## config.mk

```make
export PLATFORM = sky130hd
export DESIGN_NAME = vga_line_fill_ctrl
export DESIGN_NICKNAME = d
export VERILOG_FILES = /design/src/rtl/vga_line_fill_ctrl.sv
export SDC_FILE = /design/constraint.sdc
export NUM_CORES = 1
export LEC_CHECK = 0
export BUFFER_PORTS_ARGS = -buffer_cell sky130_fd_sc_hd__buf_4
export CAP_MARGIN = 5
export CORE_UTILIZATION = 23
export DETAILED_ROUTE_END_ITERATION = 7
export GPL_ROUTABILITY_DRIVEN = 0
export GPL_TIMING_DRIVEN = 0
export SYNTH_ARGS = -nofsm -noshare
export SYNTH_HDL_FRONTEND = slang
export SYNTH_SLANG_ARGS = --single-unit
```

## constraint.sdc

```tcl
create_clock -name vga_clk -period 2.7 [get_ports vga_clk]
set_input_delay 0.135 -clock vga_clk [delete_from_list [all_inputs] [get_ports vga_clk]]
set_output_delay 0.135 -clock vga_clk [all_outputs]
set_load 0.02 [all_outputs]
```

## src/rtl/vga_line_fill_ctrl.sv

```systemverilog
// vga_line_fill_ctrl: fetches framebuffer lines over an AXI read master and
// writes them alternately into two line-buffer banks for the VGA scanout.
//
// state | meaning
// ------+-----------------------------------------------------------------
// WAIT  | idle; waits for the display to be ready and the target bank free
// REQ   | line_req held high with a stable line_addr until line_ack
// FILL  | s_ready high; each accepted beat is written one cycle later
`timescale 1ns/1ps

module vga_line_fill_ctrl #(
    parameter int C_M_AXI_ADDR_WIDTH = 32,
    parameter int C_M_AXI_DATA_WIDTH = 32,
    parameter int BRAM_ADDR_WIDTH    = 32,
    parameter int LINE_WORDS         = 640,
    parameter int LINES              = 480,
    parameter logic [C_M_AXI_ADDR_WIDTH-1:0] FB_BASE = 32'h1000_0000
) (
    input  logic                          vga_clk,
    input  logic                          rst_n,
    input  logic                          vga_ready,
    output logic                          axi_vga_ready,
    output logic                          line_req,
    output logic [C_M_AXI_ADDR_WIDTH-1:0] line_addr,
    input  logic                          line_ack,
    input  logic [C_M_AXI_DATA_WIDTH-1:0] s_data,
    input  logic                          s_valid,
    input  logic                          s_last,
    output logic                          s_ready,
    output logic [BRAM_ADDR_WIDTH-1:0]    waddr_1,
    output logic [C_M_AXI_DATA_WIDTH-1:0] wdata_1,
    output logic                          wren_1,
    output logic [BRAM_ADDR_WIDTH-1:0]    waddr_2,
    output logic [C_M_AXI_DATA_WIDTH-1:0] wdata_2,
    output logic                          wren_2,
    input  logic                          release_1,
    input  logic                          release_2,
    output logic                          fill_err
);

    localparam int WW = (LINE_WORDS > 1) ? $clog2(LINE_WORDS) : 1;
    localparam int LW = (LINES > 1) ? $clog2(LINES) : 1;
    localparam logic [WW-1:0] LAST_WORD = WW'(LINE_WORDS - 1);
    localparam logic [LW-1:0] LAST_LINE = LW'(LINES - 1);
    // Byte stride between consecutive lines in the framebuffer.
    localparam logic [C_M_AXI_ADDR_WIDTH-1:0] LINE_BYTES =
        C_M_AXI_ADDR_WIDTH'(LINE_WORDS * (C_M_AXI_DATA_WIDTH / 8));

    typedef enum logic [1:0] {
        S_WAIT = 2'd0,
        S_REQ  = 2'd1,
        S_FILL = 2'd2
    } state_t;

    state_t                          state_q;
    logic                            tgt_q;        // 0: bank 1, 1: bank 2
    logic [LW-1:0]                   line_q;
    logic [WW-1:0]                   word_q;
    // Running line base address avoids a multiplier on the request path.
    logic [C_M_AXI_ADDR_WIDTH-1:0]   line_base_q;
    logic                            full_1_q, full_2_q;
    logic                            line_req_q;
    logic [C_M_AXI_ADDR_WIDTH-1:0]   line_addr_q;
    logic                            s_ready_q;
    logic [BRAM_ADDR_WIDTH-1:0]      waddr_1_q, waddr_2_q;
    logic [C_M_AXI_DATA_WIDTH-1:0]   wdata_1_q, wdata_2_q;
    logic                            wren_1_q, wren_2_q;
    logic                            fill_err_q;
    logic                            axi_vga_ready_q;

    logic accept, last_word, complete;
    logic full_1_d, full_2_d;

    // Beat acceptance, line completion and next bank-full flags; a release
    // and a completion into the other bank both take effect in one cycle.
    always_comb begin
        accept    = s_ready_q & s_valid;
        last_word = (word_q == LAST_WORD);
        complete  = accept & (last_word | s_last);
        full_1_d  = full_1_q & ~release_1;
        full_2_d  = full_2_q & ~release_2;
        if (complete) begin
            if (tgt_q) full_2_d = 1'b1;
            else       full_1_d = 1'b1;
        end
    end

    // Sequencer FSM, bank bookkeeping and registered outputs.
    always_ff @(posedge vga_clk) begin
        if (!rst_n) begin
            state_q         <= S_WAIT;
            tgt_q           <= 1'b0;
            line_q          <= '0;
            word_q          <= '0;
            line_base_q     <= FB_BASE;
            full_1_q        <= 1'b0;
            full_2_q        <= 1'b0;
            line_req_q      <= 1'b0;
            line_addr_q     <= '0;
            s_ready_q       <= 1'b0;
            waddr_1_q       <= '0;
            waddr_2_q       <= '0;
            wdata_1_q       <= '0;
            wdata_2_q       <= '0;
            wren_1_q        <= 1'b0;
            wren_2_q        <= 1'b0;
            fill_err_q      <= 1'b0;
            axi_vga_ready_q <= 1'b0;
        end else begin
            wren_1_q <= 1'b0;
            wren_2_q <= 1'b0;
            full_1_q <= full_1_d;
            full_2_q <= full_2_d;
            if (full_1_d && full_2_d) begin
                axi_vga_ready_q <= 1'b1;
            end

            if (accept) begin
                if (tgt_q) begin
                    wren_2_q  <= 1'b1;
                    waddr_2_q <= BRAM_ADDR_WIDTH'(word_q);
                    wdata_2_q <= s_data;
                end else begin
                    wren_1_q  <= 1'b1;
                    waddr_1_q <= BRAM_ADDR_WIDTH'(word_q);
                    wdata_1_q <= s_data;
                end
                // Burst length disagrees with the expected line length.
                if (s_last != last_word) begin
                    fill_err_q <= 1'b1;
                end
            end

            case (state_q)
                S_WAIT: begin
                    if (vga_ready && !(tgt_q ? full_2_q : full_1_q)) begin
                        state_q     <= S_REQ;
                        line_req_q  <= 1'b1;
                        line_addr_q <= line_base_q;
                    end
                end
                S_REQ: begin
                    if (line_ack) begin
                        state_q    <= S_FILL;
                        line_req_q <= 1'b0;
                        s_ready_q  <= 1'b1;
                    end
                end
                S_FILL: begin
                    if (complete) begin
                        state_q   <= S_WAIT;
                        s_ready_q <= 1'b0;
                        word_q    <= '0;
                        tgt_q     <= ~tgt_q;
                        if (line_q == LAST_LINE) begin
                            line_q      <= '0;
                            line_base_q <= FB_BASE;
                        end else begin
                            line_q      <= line_q + 1'b1;
                            line_base_q <= line_base_q + LINE_BYTES;
                        end
                    end else if (accept) begin
                        word_q <= word_q + 1'b1;
                    end
                end
                default: begin
                    state_q <= S_WAIT;
                end
            endcase
        end
    end

    assign axi_vga_ready = axi_vga_ready_q;
    assign line_req      = line_req_q;
    assign line_addr     = line_addr_q;
    assign s_ready       = s_ready_q;
    assign waddr_1       = waddr_1_q;
    assign wdata_1       = wdata_1_q;
    assign wren_1        = wren_1_q;
    assign waddr_2       = waddr_2_q;
    assign wdata_2       = wdata_2_q;
    assign wren_2        = wren_2_q;
    assign fill_err      = fill_err_q;

endmodule
```

# [After elaboration in Yosys (flattened, before gate mapping)]
# Cells that the tools add are included.
[totals] ff_bits=178
[op_classes] addsub=3 n_eq_ne=8 n_mux=21 bitwise=8 reduce_logical=17
[op_table] op="$add A32 B12 Y32 const B" n=1
[op_table] op="$mux W32" n=1
[op_table] op="$mux W10" n=2
[op_table] op="$reduce_and A2 Y1" n=7
[op_table] op="$mux W1" n=11
[op_table] op="$add A10 B1 Y10 const B" n=1
[op_table] op="$eq A10 B10 Y1 const B" n=1
[op_table] op="$add A9 B1 Y9 const B" n=1
[op_table] op="$eq A9 B9 Y1 const B" n=1
[op_table] op="$mux W9" n=1
[op_table] op="$reduce_and A3 Y1" n=3
[op_table] op="$mux W2" n=3
[op_table] op="$ne A2 B2 Y1 const B" n=3
[op_table] op="$pmux W2 S3" n=1
[op_table] op="$reduce_bool A2 Y1" n=3
[op_table] op="$and A1 B1 Y1" n=4
[op_table] op="$pmux W1 S2" n=2
[op_table] op="$not A1 Y1" n=3
[op_table] op="$eq A2 B1 Y1 const B" n=1
[op_table] op="$eq A2 B2 Y1 const B" n=1
[op_table] op="$logic_and A1 B1 Y1" n=2
[op_table] op="$logic_not A2 Y1" n=1
[op_table] op="$logic_not A1 Y1" n=1
[op_table] op="$ne A1 B1 Y1" n=1
[op_table] op="$or A1 B1 Y1" n=1

# [Logic depth before layout (Yosys ltp)]
[depth] depth_word=5 mapped_depth=9 depth_no_buf=8

# [Worst setup path before layout]
# OpenSTA, ideal clock, no wires.
[synth_path] kind="register to register" start="reg word_q[0]" end="reg line_base_q[31]" setup_ns=0.067 t_arrival_ns=2.313 required_time_ns=2.633 setup_slack_ns=0.321 path_stages_with_launch=10 n_path_buf=1 period_less_slack_ns=2.379 path_cell_list="dfxtp_1 > ha_1 > and2_1 > nand3_1 > ha_1 > nand4b_2 > or3_4 > buf_6 > or4_4 > a21oi_2"
[synth_via] elab_chain_cells=4
[synth_rtl] element="start: declaration" line="58" text="logic [WW-1:0] word_q;"
[synth_rtl] element="start signal: assignment" line="163" text="word_q <= word_q + 1'b1;"
[synth_rtl] element="$eq A10 B10 Y1" line="78" text="last_word = (word_q == LAST_WORD);"
[synth_rtl] element="$or A1 B1 Y1" line="79" text="complete = accept & (last_word | s_last);"
[synth_rtl] element="$and A1 B1 Y1" line="79"
[synth_rtl] element="$reduce_and A2 Y1 (no line)"
[synth_rtl] element="end signal: assignment" line="160" text="line_base_q <= line_base_q + LINE_BYTES;"
[synth_rtl] element="end: declaration" line="60" text="logic [C_M_AXI_ADDR_WIDTH-1:0] line_base_q;"
# Every way passes these cells.
# A chain may end at the register's enable or synchronous reset.

# [Worst setup path after layout]
# Ends and elaborated chain as after synthesis.

==> metrics.csv <==
metric,value,unit
status,completed,
f_max,390,MHz
clk_lat worst skew,0.42,ns
WL met3,1030,um
Clock Skew,0.0123,ns
post-CTS setup buffers,0,
pins over their slew limit,0,
hold depth,3,
period utilization,0.951,
total power,5.21,mW
final hold violation count,0,
Critical Path AT,2.92,ns
WP buf/inv,1,
drt via density,4.19,
Layout fillers,2921,
Sink Count,160,
number of synthesized flops with an enable pin,0,
Fin Setup TNS,0,ns
clock-pin slew on the worst setup and hold paths,0.07,ns
Critical Path RT,3.05,ns
Reg power frac,0.459,
synth warn,0,
Worst R2R Path Depth,9,
DRC,0,
CTS Buf Count,17,
CTS max path bufs,2,
nets@finish,1096,
WL met2,8960,um
Vias,6049,
"Slowest-stage cell, CP",or3_4,
DR top layer,met4,
H-tree Lvls,4,
cell family with most CP delay,simple AND/OR/NAND/NOR gates,
Mapped Avg Cell Area,8.18,sq um
worst min-delay path category,primary input to flop,
CTS tree,yes,
initial core utilization,0.235,
critical path depth,9,
Combinational Power Share,0.081,
Ant. Diodes,0,
Post-Syn Area,6530,sq um
Slew HR,0.493,
Sw Pwr,1.33,mW
post-synthesis cell type count,53,
Peak VDD IR,427,uV
Total GRT Usage,0.129,
Mapped Cells,799,
full die area,29100,sq um
Clock Power Share,0.460,
P_int,3.88,mW
number of synthesized register bits,160,
layout cells sized above 1,0.240,
DRT Pass-1 Iters,6,
FP Rows,61,
# setup viols final,0,
largest net degree at the start of global routing,17,
Met1 Routed Length,8400,um
sw frac,0.255,
hpwl dp,14200,um
asr flop ratio synth,0,
delay of the slowest critical-path stage,0.42,ns
crit path cell chain,ha_1 > and2_1 > nand3_1 > ha_1 > nand4b_4 > or3_4 > buf_6 > or4_4 > a21oi_2,
ys flop type,dfxtp_1,
Setup crit end kind,flop,
Initial DRC Count,360,
startpoint types,flop,
Die Y,171,um
Die Wd,171,um
Tmin final,2.57,ns
vias in the first global route,5497,
Buffers on Ports,150,
RSZ-0062 raised after global routing,no,
sequential-to-total area share from yosys stat,0.490,
IO Pins,206,
kind of critical path,flop to flop,
Most Frequent Cell on Critical Path,ha_1,
first-pass GRT wire length,28900,um
Power Density,564,nW/um^2
CTS root buffer,clkbuf_16,
Max-cap violations,0,
CP max FO,10,
ANT nets after route,0,
Static Leak,3.70,nW
core region area,27900,sq um
Post-Route WL,19100,um
Congestion Overflow GR,0,
wire per inst,13.2,um
worst slew pin tran,0.756,ns
antenna violations before repair,0,
synthesis-to-layout area growth,41.5,%
[state kept, by name, indices dropped and copies added (netlist names)]
| name | count |
|---|---|
| full_2_q | 1 |
| full_1_q | 1 |
| waddr_1 | 10 |
| line_req | 1 |
| word_q | 10 |
| axi_vga_ready | 1 |
| wren_2 | 1 |
| wdata_2 | 32 |
| wren_1 | 1 |
| state_q | 2 |
| waddr_2 | 10 |
| line_base_q | 23 |
| fill_err | 1 |
| s_ready | 1 |
| tgt_q | 1 |
| line_q | 9 |
| line_addr | 23 |
| wdata_1 | 32 |
[worst paths after layout]
| kind | start | to | slack [ns] |
|---|---|---|---|
| max | word_q[0]$_SDFFE_PN0P_ | line_base_q[31]$_SDFFE_PN0P_ | 0.13 |
| min | vga_ready | state_q[0]$_SDFFE_PN0P_ | 0.03 |
| min reg2reg | wdata_2[21]$_SDFFE_PN0P_ | wdata_2[21]$_SDFFE_PN0P_ | 0.46 |
| max reg2reg | word_q[0]$_SDFFE_PN0P_ | line_base_q[31]$_SDFFE_PN0P_ | 0.13 |
[stage by stage]
| stage | hold WS [ns] | worst slack, ns | cells | util | area, sq um |
|---|---|---|---|---|---|
| floorplan | 0.271 | 0.321 | 851 | - | 6730 |
| global route | 0.0296 | 0.0118 | 1443 | 0.332 | 9250 |
| detailed placement | 0.401 | -0.0291 | 1379 | 0.299 | 8330 |
| finish | 0.0254 | 0.133 | 1443 | 0.332 | 9250 |
| global placement | 0.394 | 0.0166 | 1379 | 0.299 | 8330 |
| CTS | 0.00290 | 0.0527 | 1443 | 0.331 | 9230 |
[cells in the final DEF, fill, tap and decap left out, types with 5 or more instances in the layout]
cell,count
nand2_1,207
conb_1,53
or4_1,6
xnor2_1,17
clkbuf_1,40
o21ai_0,27
nand4_1,5
a21oi_1,103
nor3_1,6
inv_6,5
clkbuf_16,17
and3_1,5
o31ai_1,10
nor4_1,7
buf_4,205
nand3_1,39
dlygate4sd3_1,32
inv_1,9
xor2_1,6
dfxtp_1,158
or3_1,10
nor2_1,35
[routing by layer]
| layer | global-route usage | up-vias |
|---|---|---|
| li1 | - | 3089 |
| met5 | 0 | - |
| met3 | 0.0340 | 39 |
| met1 | 0.157 | 2760 |
| met2 | 0.211 | 161 |
| met4 | 0.0638 | 0 |
[worst min-delay path: cells and delay by family]
kind / cells / cell delay, ns
buffers and inverters: 1 / 0.11
AO/OA/AOI/OAI: 1 / 0.07
AND/OR/NAND/NOR: 1 / 0.08
[power groups by stage]
stage / clock (mW) / combinational, mW / sequential (mW)
floorplan: 0 / 0.235 / 2.46
global placement: 0 / 0.383 / 2.44
detailed placement: 0 / 0.383 / 2.44
CTS: 2.47 / 0.423 / 2.39
global route: 2.56 / 0.463 / 2.39
finish: 2.40 / 0.424 / 2.39
[cells by family (layout without fill, tap and decap cells)]
group	count (synthesis)	after routing	share of synthesized area
AND/OR/NAND/NOR	343	343	0.239
multiplexers	1	1	0.00153
XOR/XNOR	23	23	0.0308
other	1	53	0.000574
AO/OA/AOI/OAI	152	152	0.127
buffers and inverters	115	329	0.103
flip-flops	160	160	0.490
adder cells (fa/ha/maj)	4	4	0.00766
[cell usage after synthesis, drive strengths merged, types with 2 or more instances]
master / count / area share
and3: 5 / 0.0048
nor2: 36 / 0.021
xnor2: 17 / 0.023
nor3: 6 / 0.0046
clkbuf: 40 / 0.023
nand4b: 4 / 0.0086
ha: 4 / 0.0077
or3: 11 / 0.011
dfxtp: 160 / 0.49
a21oi: 104 / 0.080
inv: 10 / 0.0057
a22o: 2 / 0.0027
nand4: 5 / 0.0048
nor4: 7 / 0.0067
nor2b: 2 / 0.0019
o21ai: 28 / 0.021
nand2: 207 / 0.12
buf: 65 / 0.074
or4: 7 / 0.0086
xor2: 6 / 0.0080
o31ai: 11 / 0.015
and2: 2 / 0.0019
nand3: 39 / 0.030
and4: 4 / 0.0054
[cell type report]
type                            instances  area (sq um)  area share
Clock inverter                         13           140      0.0152
Inverter                               10          37.5     0.00406
Clock buffer                           19           443      0.0479
Sequential cell                       160          3210       0.347
Buffer                                105           636      0.0688
Timing Repair Buffer                  182          1450       0.156
Multi-Input combinational cell        576          2860       0.310
Tap cell                              378           473      0.0512
[timing repair]
item,CTS,global route
setup endpoints to repair,4,7
endpoints found under the hold margin,64,0
hold buffers,32,0
cloned,0,0
pin swaps,0,0
gates resized for setup,2,2
No activity file was read; power rests on OpenSTA's default activity.
